--- config.mk ---
export PLATFORM = sky130hd
export DESIGN_NAME = seq_detector_param_flat
export DESIGN_NICKNAME = d
export VERILOG_FILES = /design/src/rtl/seq_detector_param_pkg.sv /design/src/rtl/seq_detector_param_if.sv /design/src/rtl/seq_detector_param_sat_counter.sv /design/src/rtl/seq_detector_param.sv /design/src/flat_wrapper.sv
export SDC_FILE = /design/constraint.sdc
export NUM_CORES = 1
export LEC_CHECK = 0
export ABC_AREA = 1
export CAP_MARGIN = 20
export CORE_UTILIZATION = 44
export DETAILED_ROUTE_END_ITERATION = 16
export PLACE_DENSITY_LB_ADDON = 0.2
export SLEW_MARGIN = 25
export SYNTH_ARGS = -nofsm -noshare
export SYNTH_HDL_FRONTEND = slang
export SYNTH_SLANG_ARGS = --single-unit
--- constraint.sdc ---
create_clock -name clk -period 1.7 [get_ports clk]
set_clock_uncertainty 0.1 [all_clocks]
set_input_delay 0.255 -clock clk [delete_from_list [all_inputs] [get_ports clk]]
set_output_delay 0.255 -clock clk [all_outputs]
set_load 0.005 [all_outputs]
--- src/rtl/seq_detector_param_pkg.sv ---
// -----------------------------------------------------------------------------
// seq_det_pkg
// Shared types and helpers for the parameterised serial pattern detector.
//   mode_e     : overlap mode selector carried on the detector interface
//   PAT_W_MAX  : largest supported pattern length
//   FILL_W     : width of the fill counter (holds 0..PAT_W_MAX)
//   fill_inc() : saturating increment of the fill counter
// -----------------------------------------------------------------------------
package seq_det_pkg;

  typedef enum logic {
    NON_OVERLAP = 1'b0,
    OVERLAP     = 1'b1
  } mode_e;

  localparam int PAT_W_MAX = 16;
  localparam int FILL_W    = $clog2(PAT_W_MAX + 1);

  // Saturating fill increment: counts sampled bits up to the pattern length.
  function automatic logic [FILL_W-1:0] fill_inc(input logic [FILL_W-1:0] fill,
                                                 input logic [FILL_W-1:0] pat_w);
    if (fill >= pat_w) begin
      fill_inc = pat_w;
    end else begin
      fill_inc = fill + FILL_W'(1'b1);
    end
  endfunction

endpackage

--- src/rtl/seq_detector_param_if.sv ---
// -----------------------------------------------------------------------------
// seq_detector_param_if
// Bundles the data/control signals of the serial pattern detector.
//   en, a      : sample enable and serial data bit
//   load       : latch `pattern` and restart detection
//   pattern    : new pattern, MSB is the first-received bit
//   overlap    : overlapping / non-overlapping match mode
//   cnt_clr    : synchronous clear of the match counter
//   y          : registered one-cycle match pulse
//   match_cnt  : saturating match count (zero when the counter is not built)
// Modports: master drives the controls, slave is the detector.
// -----------------------------------------------------------------------------
interface seq_detector_param_if
  import seq_det_pkg::*;
#(
  parameter int PAT_W = 4,
  parameter int CNT_W = 8
);

  logic             en;
  logic             a;
  logic             load;
  logic [PAT_W-1:0] pattern;
  mode_e            overlap;
  logic             cnt_clr;
  logic             y;
  logic [CNT_W-1:0] match_cnt;

  modport master (
    output en, a, load, pattern, overlap, cnt_clr,
    input  y, match_cnt
  );

  modport slave (
    input  en, a, load, pattern, overlap, cnt_clr,
    output y, match_cnt
  );

endinterface

--- src/rtl/seq_detector_param_sat_counter.sv ---
// -----------------------------------------------------------------------------
// sat_counter
// W-bit up counter that saturates at all-ones.
//   clk   : rising-edge clock
//   reset : synchronous active-high reset (highest priority)
//   clr   : synchronous clear, wins over inc
//   inc   : increment request
//   q     : current count
// -----------------------------------------------------------------------------
module sat_counter #(
  parameter int W = 8
) (
  input  logic         clk,
  input  logic         reset,
  input  logic         clr,
  input  logic         inc,
  output logic [W-1:0] q
);

  logic [W-1:0] cnt_q;
  logic [W-1:0] cnt_d;

  // Next count: clear beats increment, increment stops at all-ones.
  always_comb begin
    cnt_d = cnt_q;
    if (clr) begin
      cnt_d = '0;
    end else if (inc && (cnt_q != {W{1'b1}})) begin
      cnt_d = cnt_q + W'(1'b1);
    end else begin
      cnt_d = cnt_q;
    end
  end

  // Count register with synchronous reset.
  always_ff @(posedge clk) begin
    if (reset) begin
      cnt_q <= '0;
    end else begin
      cnt_q <= cnt_d;
    end
  end

  assign q = cnt_q;

endmodule

--- src/rtl/seq_detector_param.sv ---
// -----------------------------------------------------------------------------
// seq_detector_param
// Serial bit-pattern detector. One bit is shifted in per enabled clock; once
// PAT_W bits have been collected since the last restart, the last PAT_W bits
// are compared with a run-time loadable pattern and y pulses for one cycle on
// each match. Overlapping or non-overlapping matching is selected by `overlap`.
//
// Ports:
//   clk    : rising-edge clock
//   reset  : synchronous active-high reset
//   bus    : seq_detector_param_if.slave (en, a, load, pattern, overlap,
//            cnt_clr in; y, match_cnt out)
//
// Build option: define SEQ_DET_CNT_EN to build the saturating match counter.
// Without it match_cnt is tied to zero and cnt_clr is ignored.
// -----------------------------------------------------------------------------
module seq_detector_param
  import seq_det_pkg::*;
#(
  parameter int               PAT_W   = 4,
  parameter logic [PAT_W-1:0] DEF_PAT = PAT_W'(4'b1101),
  parameter int               CNT_W   = 8
) (
  input logic                  clk,
  input logic                  reset,
  seq_detector_param_if.slave  bus
);

  // fill value meaning "PAT_W valid bits collected" (ARMED)
  localparam logic [FILL_W-1:0] FILL_FULL = FILL_W'(PAT_W);

  logic [PAT_W-1:0]  pat_q;
  logic [PAT_W-1:0]  pat_d;
  logic [PAT_W-1:0]  hist_q;
  logic [PAT_W-1:0]  hist_d;
  logic [FILL_W-1:0] fill_q;
  logic [FILL_W-1:0] fill_d;
  logic              y_q;
  logic              y_d;

  logic [PAT_W-1:0]  shifted_s;
  logic [FILL_W-1:0] fill_nxt_s;
  logic              hit_s;

  // Next-state: load restarts detection, en shifts a bit in and evaluates a hit.
  always_comb begin
    pat_d      = pat_q;
    hist_d     = hist_q;
    fill_d     = fill_q;
    y_d        = 1'b0;
    hit_s      = 1'b0;
    shifted_s  = {hist_q[PAT_W-2:0], bus.a};
    fill_nxt_s = fill_inc(fill_q, FILL_FULL);

    if (bus.load) begin
      pat_d  = bus.pattern;
      fill_d = '0;
      y_d    = 1'b0;
    end else if (bus.en) begin
      hist_d = shifted_s;
      hit_s  = (fill_nxt_s == FILL_FULL) && (shifted_s == pat_q);
      // A non-overlapping hit consumes the matched bits: restart the fill.
      if (hit_s && (bus.overlap == NON_OVERLAP)) begin
        fill_d = '0;
      end else begin
        fill_d = fill_nxt_s;
      end
      y_d = hit_s;
    end else begin
      y_d = 1'b0;
    end
  end

  // State registers; reset discards any partial history.
  always_ff @(posedge clk) begin
    if (reset) begin
      pat_q  <= DEF_PAT;
      hist_q <= '0;
      fill_q <= '0;
      y_q    <= 1'b0;
    end else begin
      pat_q  <= pat_d;
      hist_q <= hist_d;
      fill_q <= fill_d;
      y_q    <= y_d;
    end
  end

  assign bus.y = y_q;

`ifdef SEQ_DET_CNT_EN
  logic [CNT_W-1:0] cnt_s;

  sat_counter #(
    .W (CNT_W)
  ) u_cnt (
    .clk   (clk),
    .reset (reset),
    .clr   (bus.cnt_clr),
    .inc   (hit_s),
    .q     (cnt_s)
  );

  assign bus.match_cnt = cnt_s;
`else
  assign bus.match_cnt = '0;
`endif

endmodule

--- src/flat_wrapper.sv ---
// flat-port wrapper written by rule: the top's interface ports become plain ports
module seq_detector_param_flat import seq_det_pkg::*;
#(
  parameter int               PAT_W   = 4,
  parameter logic [PAT_W-1:0] DEF_PAT = PAT_W'(4'b1101),
  parameter int               CNT_W   = 8
)
  (clk, reset, bus_en, bus_a, bus_load, bus_pattern, bus_overlap, bus_cnt_clr, bus_y, bus_match_cnt);
  seq_detector_param_if #(.PAT_W(PAT_W), .CNT_W(CNT_W)) bus_i ();
  input logic clk;
  input logic reset;
  input wire logic [$bits(bus_i.en)-1:0] bus_en;
  input wire logic [$bits(bus_i.a)-1:0] bus_a;
  input wire logic [$bits(bus_i.load)-1:0] bus_load;
  input wire logic [$bits(bus_i.pattern)-1:0] bus_pattern;
  input wire logic [$bits(bus_i.overlap)-1:0] bus_overlap;
  input wire logic [$bits(bus_i.cnt_clr)-1:0] bus_cnt_clr;
  output wire logic [$bits(bus_i.y)-1:0] bus_y;
  output wire logic [$bits(bus_i.match_cnt)-1:0] bus_match_cnt;
  assign bus_i.en = bus_en;
  assign bus_i.a = bus_a;
  assign bus_i.load = bus_load;
  assign bus_i.pattern = bus_pattern;
  assign bus_i.overlap = bus_overlap;
  assign bus_i.cnt_clr = bus_cnt_clr;
  assign bus_y = bus_i.y;
  assign bus_match_cnt = bus_i.match_cnt;
  seq_detector_param #(.PAT_W(PAT_W), .DEF_PAT(DEF_PAT), .CNT_W(CNT_W)) u_core (.clk(clk), .reset(reset), .bus(bus_i));
endmodule
==> results of run 1 <==
## worst max path at each step
stage                     slack [ns]                to
after floorplan                 0.37  u_core.fill_q[2]
after global placement          0.18  u_core.fill_q[2]
after detailed placement        0.18  u_core.fill_q[2]
after CTS                       0.25  u_core.fill_q[2]
after global routing            0.18  u_core.fill_q[2]
final                           0.27  u_core.fill_q[2]
## registers in the layout, summed over array words and instances (netlist names)
register and cells:
u_core.bus.y 1, u_core.fill_q 5, u_core.hist_q 3, u_core.pat_q 4
## worst reg2reg max path, stage by stage, from the launching register on
cell     delay [ns]
dfxtp_1        0.36
inv_1          0.07
ha_1           0.29
nand3_1        0.10
nand2_1        0.06
nor2_1         0.15
nand3_2        0.10
nand2_2        0.07
a21oi_2        0.04
## metrics by stage
stage	instance area (um2)	std cells	worst slack [ns]	total power, mW	hold WS, ns
2_1_floorplan	669	92	0.365	0.399	0.224
3_3_place_gp	731	109	0.183	0.417	0.339
3_5_place_dp	731	109	0.184	0.420	0.352
4_1_cts	757	113	0.254	0.603	0.363
5_1_grt	757	113	0.178	0.637	0.392
6_report	757	113	0.273	0.594	0.357
## cell families after synthesis
group	Yosys count	synth area share, %
AOI/OAI and AO/OA	13	10.7
xor gates and xnor gates	3	4.09
adders and majority gates	2	3.89
buffers and inverters	19	16.0
DFF	13	40.5
other	1	0.583
and+or+nand+nor	34	24.3
## placed cells by master (no fill, tap or decap), drive strengths merged
master and instances:
nor3 1, o21ai 7, ha 2, a21oi 6, clkdlybuf4s50 10, inv 10, dfxtp 13, nand2 18
buf 1, nand3 6, conb 8, clkbuf 4, xnor2 3, nor2 9
## power by group
part | internal [mW] | total (mW) | switching (mW)
logic | 0.0416 | 0.0842 | 0.0426
clock network | 0.0907 | 0.182 | 0.0914
registers | 0.319 | 0.328 | 0.00948
total | 0.451 | 0.594 | 0.143
## routing by layer
| layer | up-vias | GRT usage (%) | share of wire (%) |
|---|---|---|---|
| met4 | 0 | 7.50 | 0.52 |
| met1 | 228 | 16.8 | 46 |
| met3 | 2 | 3.33 | 4.4 |
| li1 | 276 | - | - |
| met2 | 16 | 28.2 | 49 |
| met5 | - | 0 | 0 |
## final cells by class
cell class / instances / share of cell area (%)
well taps: 15 / 2.48
clock buffers: 4 / 3.47
multi-input cells: 60 / 40.5
repair buffers: 11 / 14.2
flip-flops and latches: 13 / 34.4
inverters: 10 / 4.96
==> flow_results.org, run 1 <==
** Status
- Outcome :: complete, no violations

** Power and ir drop
- Maximum vdd ir drop :: 380 uV
- Dividing total power by cell area gives a power density of 785 nW/um2.
- Summed over all cells, the static leakage comes to 0.340 nW.

** Synthesis
- Predominant post-synthesis flop cell :: dfxtp_1
- Count of unique library cells instantiated by Yosys :: 19
- The cell count after synthesis came out at 85.
- In the synthesized netlist the async set-or-reset flop fraction comes to 0%.
- By instance count, the leading cell after synthesis is nand2_1.
- Post-Synthesis Mean Instance Area :: 7.57 um2
- After synthesis the netlist holds a flip-flop and latch count of 13.
- Yosys printed 0 warnings.
- The largest total area in the synthesized netlist belongs to dfxtp_1.
- Most numerous cell types in the synthesized netlist :: 16 x nand2_1, 13 x dfxtp_1, 8 x buf_4
- Summing every instance area after synthesis gives 643 um2.
- Cells taking the most area after synthesis :: dfxtp_1 40%, buf_4 9.3%, nand2_1 9.3%, inv_1 4.1%, nor2_1 4.1%
- Counting flops with a built-in enable in the synthesized netlist gives 0.
- Sequential fraction of the synthesis area :: 40.5%
- The top cell type by area accounts for 40.5% of the synthesized area.

** Worst setup path
- Required arrival time at the worst endpoint :: 1.76 ns
- Setup slack on the worst reg-to-reg path comes out at 0.27 ns.
- Of all nets on the critical path, the largest fanout is 3.
- Worst path buffer plus inverter count :: 1
- Among cell families on the critical path, the largest total delay comes from simple AND/OR/NAND/NOR gates.
- The largest single stage delay on the critical path is 0.36 ns.
- STA classifies the critical path startpoint as a register.
- Start point of the critical path :: u_core.fill_q[0]
- In this run the number of cells on the critical path is 8.
- Cell type of the slowest stage on the worst timing path :: dfxtp_1
- Critical Path End Type :: register
- Endpoint arrival time on the critical path :: 1.49 ns
- Setup CP Type :: reg -> reg
- The endpoint identified for the worst register-to-register timing path is u_core.fill_q[2].
- Counting cells, the worst reg-to-reg path comes to 8.
- Cell-by-cell trace of the critical path :: inv_1, ha_1, nand3_1, nand2_1, nor2_1, nand3_2, nand2_2, a21oi_2
- Worst reg2reg path startpoint :: u_core.fill_q[0]

** Route
- The detailed router finished its first iteration with 10 violations.
- Vias :: 522
- In the final routed layout, each cell accounts on average for 8.54 um.
- The first TritonRoute pass finished after 3 iterations.
- Final routed wirelength across all metal layers :: 965 um
- Drc violations :: 0
- Via-per-instance ratio :: 4.62
- Once detail routing completed, the nets flagged for antenna violations numbered 0.

** Layout
- Cells with a size suffix above 1 make up 14.3% of the layout.
- Combined area of the multi-input logic cells :: 307 um2
- Summing all flip-flop and latch instances after layout gives 260 um2.
- Diodes inserted :: 0
- Final net count :: 112
- Area growth, synth to finish :: 17.7%
- Cells fill 56.8% of the core in the end.
- After filler insertion, the fill cell instance count of the layout stands at 131.

** Timing
- Ratio of final minimum period to clock period :: 83.9%
- Subtracting the final worst setup slack from the clock period gives 1.43 ns.
- Total of endpoints with negative setup slack in the final report :: 0
- Max-slew violation count :: 0
- Setup repair after global routing left no endpoint under its margin.
- Based on the critical path, the design can be clocked at up to 0.701 GHz.
- After routing, the total negative slack on setup checks comes to 0 ns.
- Final hold violation count :: 0

** Worst hold path
- For hold timing, the worst endpoint is u_core.fill_q[3].
- Hold Path Cell Cnt :: 2
- Launch point of the worst hold path :: u_core.fill_q[3]
- The path class of the tightest hold or removal check is reg -> reg.

** Clocking
- CTS tree :: done
- Once the clock tree was built, the setup fixing pass inserted 0 buffers.
- Clock sinks :: 13
- Number of buffers between clock root and the deepest sink :: 2
- In this run the number of H-tree levels came out at 1.
- In this run, CTS created clock tree buffers numbering 3.
- Clock input transition at the sequential cells of the worst setup and hold paths :: 0.08 ns
- Gates resized during post-CTS repair numbered 0.
- Clock latency at the later pin of the worst-skew pair :: 0.27 ns
- After clock tree synthesis, the flow added hold-fix buffers numbering 0.
- CTS Root Buffer Type :: clkbuf_4

** Die
- The die covers 1620 um2.
- Effective utilization at floorplan :: 48.2%
- From bottom edge to top edge, the die measures 40.2 um.
- Die extent in x :: 40.2 um
- Core area :: 1330 um2
- Total I/O pin count :: 20
- Cell row count :: 13

** Placement
- Routability-driven placement finished with a final weighted congestion of 0.784.
- I/O Buffers :: 10
- After legalization and detailed placement, the total HPWL measured 801 um.

** GRT
- Residual overflow from global routing :: 0
- The number of global-route vias before repair came to 436.
- The first global-routing pass estimated 1640 um of wire.
- The initial antenna violation count was 0.
- Maximum number of pins on one net before global-route repair :: 8
- Across every metal layer, demand over resource in global routing totals 15.5%.

** Job
- The tool flagged a number of max-cap violations equal to 0.
Power figures use the tool's default switching activity.
==> run 2, diff against run 1 <==
==> constraint.sdc (replaced) <==
create_clock -name clk -period 1.4 [get_ports clk]
set_clock_uncertainty 0.1 [all_clocks]
set_input_delay 0.21 -clock clk [delete_from_list [all_inputs] [get_ports clk]]
set_output_delay 0.21 -clock clk [all_outputs]
set_load 0.005 [all_outputs]
==> flow_results.org, run 2 (synthesis results as in run 1) <==
** Worst setup path
- Cell type of the slowest stage on the worst timing path :: dfxtp_2
- The most critical setup path has its endpoint at u_core.fill_q[2].
- The worst register-to-register path ends at u_core.fill_q[2].
- The delay of the slowest cell on the worst path is 0.33 ns (-0.03 ns).
- Required arrival time at the worst endpoint :: 1.48 ns (-0.28 ns)
- Worst reg-to-reg setup slack :: 0.1 ns (-0.18 ns)
- Setup CP Type :: reg -> reg
- The worst reg-to-reg path cell count is 8 (unchanged).
- Critical Path End Type :: register
- Endpoint arrival time on the critical path :: 1.38 ns (-0.11 ns)
- Traced cell by cell, the critical path runs through inv_1, ha_4, nand3_2, nand2_2, nor2_4, nand3_2, nand2_2, a21oi_2.
- CP Max Fanout :: 2 (-1)
- Start point of the critical path :: u_core.fill_q[0]
- Worst reg2reg path startpoint :: u_core.fill_q[0]
- The worst setup path is launched from a register.

** Placement
- Dpl hpwl :: 797 um (-0.50%)
- The count of port buffers added during placement was 10 (unchanged).
- Placed instance area :: 761 um2 (+4.1%)
- The worst slack at placement was -0.0645 ns (-0.249 ns).
- Placer's final routability congestion estimate :: 0.766 (-2.3%)

** Timing
- The post-route minimum period was 1.30 ns (-0.123 ns).
- Setup repair after global routing left no endpoint under its margin.
- Ratio of final minimum period to clock period :: 93.1% (+9.2 points)
- The number of failing hold endpoints at the final stage is 0 (unchanged).
- The final count of negative-setup-slack endpoints is 0 (unchanged).
- The achievable clock frequency came to 0.767 GHz (+9.4%).
- Final-layout worst hold slack :: 0.351 ns (-0.00641 ns)
- Max-slew violation count :: 0 (unchanged)
- The worst setup margin is 0.0960 ns (-0.177 ns).

** Die
- The total I/O pin count came to 20 (unchanged).
- Die outline height :: 40.2 um (unchanged)
- Die extent in x :: 40.2 um (unchanged)
- Area of the die :: 1620 um2 (unchanged)
- The starting utilization of the core area was 48.2% (unchanged).
- The core region area was 1330 um2 (unchanged).
- The number of core rows was 13 (unchanged).

** Power and ir drop
- The leakage power figure was 0.384 nW (+13%).
- The worst IR drop on VDD was 786 uV (+110%).
- Power per cell area :: 918 nW/um2 (+17%)

** Layout
- Compared with the post-synthesis result, the final layout area differs by 27.8%.
- u_core.fill_q holds more flip-flops than any other register.
- Final std cell area, no fill :: 822 um2 (+8.6%)
- Highest-count cells in the layout ignoring fill and taps :: 14 x nand2_1, 11 x dfxtp_1, 9 x clkdlybuf4s50_1, 8 x conb_1
- The net total in the final layout came to 116 (+3.6%).
- Registers with the most flip-flops :: u_core.fill_q (5), u_core.pat_q (4), u_core.hist_q (3)
- Number of flip-flops in the largest register :: 5 (unchanged)
- The fraction of the core area covered by cells at the end of the flow came to 61.6% (+4.9 points).
- The number of diodes added for antenna fixing is 0 (unchanged).
- The fraction of final layout cells with drive strength greater than 1 came to 25.5% (+11 points).
- Most common cell after layout, fill and taps aside :: nand2_1

** Route
- Via-per-instance ratio :: 4.62 (about the same)
- The first-pass iteration count of the detailed router was 3 (unchanged).
- Per-cell routed wire length :: 9.13 um (+6.9%)
- Final routed wirelength across all metal layers :: 1070 um (+11%)
- The total number of vias came to 541 (+3.6%).
- The number of remaining DRC errors came to 0 (unchanged).
- The remaining antenna violation count after routing came to 0 (unchanged).
- Initial drt markers :: 3 (-7)

** GRT
- Residual overflow from global routing :: 0 (unchanged)
- The met1 routing resource usage after global routing is 17.2% (+0.45 points).
- The number of global-route vias before repair came to 397 (-8.9%).
- The initial antenna violation count came to 0 (unchanged).
- In this run the most used layer during global routing was met2.
- Total track usage :: 15.3% (-0.19 points)
- The global-route wire length before repair was 1570 um (-4.2%).
- GR Util met3 :: 10.0% (+6.7 points)
- Met2 track demand over resource in global routing :: 24.6% (-3.6 points)
- Maximum number of pins on one net before global-route repair :: 9 (+1)

** Clocking
- Clock latency at the later pin of the worst-skew pair :: 0.29 ns (+0.02 ns)
- Total CTS buffers :: 3 (unchanged)
- H-tree levels :: 1 (unchanged)
- The cts-stage hold buffer count came to 0 (unchanged).
- TritonCTS built the clock tree.
- Clock sinks :: 13 (unchanged)
- Clock input transition at the sequential cells of the worst setup and hold paths :: 0.08 ns (about the same)
- The maximum count of clock buffers along a single path was 2 (unchanged).
- Clock tree synthesis selected as its root buffer the cell clkbuf_4.

** Worst hold path
- Launch point of the worst hold path :: u_core.fill_q[4]
- The path class of the tightest hold or removal check is reg -> reg.

** Status
- The run finished with clean final reports.

** Job
- The total of max-cap violations is 0 (unchanged).
-- run 2: cell count changes in the layout (fill, tap and decap cells not counted), moves of 2 or more --
| cell | change |
|---|---|
| buf_4 | +4 |
| nand2_2 | +2 |
| dfxtp_1 | -2 |
| dfxtp_2 | +2 |
| nand2_1 | -2 |
-- run 2: worst min path at each step --
stage	endpoint	slack, ns	cells past startpoint
CTS	u_core.fill_q[4]	0.35	2
finish	u_core.fill_q[4]	0.35	2
global placement	u_core.fill_q[3]	0.34	2
floorplan	u_core.bus.y	0.18	1
detailed placement	u_core.fill_q[4]	0.34	2
global route	u_core.fill_q[3]	0.37	2
-- run 2: routing by layer --
layer / share of wire (%) / wire [um] / up-vias
li1: - / - / 283
met1: 42 / 447 / 238
met2: 50 / 529 / 17
met3: 6.6 / 70 / 3
met4: 2.0 / 21 / 0
met5: 0 / 0 / -
-- run 2: repair_timing --
item | 4_1_cts | 5_1_grt
setup endpoints to repair | 1 | 3
pin swaps | 0 | 4
gates cloned | 0 | 0
hold endpoints to repair | 0 | 0
setup buffers | 0 | 0
gates resized for setup | 1 | 9
-- run 2: final cells by class --
cell class	count	area [um2]
clock buffer	4	26.3
fill	133	512
inverter	10	37.5
multi-input combinational	60	337
sequential	13	263
tap	15	18.8
timing repair buffer	15	140
-- run 2: report_power, final --
part           switching, mW  internal (mW)  leakage (nW)
clock                  0.127          0.111        0.0150
combinational         0.0583         0.0598         0.262
sequential            0.0110          0.387         0.108
total                  0.197          0.558         0.384
-- run 2: critical path, delay by kind of cell (launching register included) --
family | cells | cell delay [ns]
and+or+nand+nor | 5 | 0.42
AOI/OAI and AO/OA | 1 | 0.04
DFF | 1 | 0.33
buffers and inverters | 1 | 0.10
adders and majority gates | 1 | 0.21
-- run 2: stage by stage --
stage          setup TNS, ns  cells  power, mW
4_1_cts                    0    117      0.754
5_1_grt                    0    117      0.806
3_3_place_gp         -0.0494    113      0.515
6_report                   0    117      0.754
3_5_place_dp         -0.0722    113      0.517
2_1_floorplan              0     92      0.484
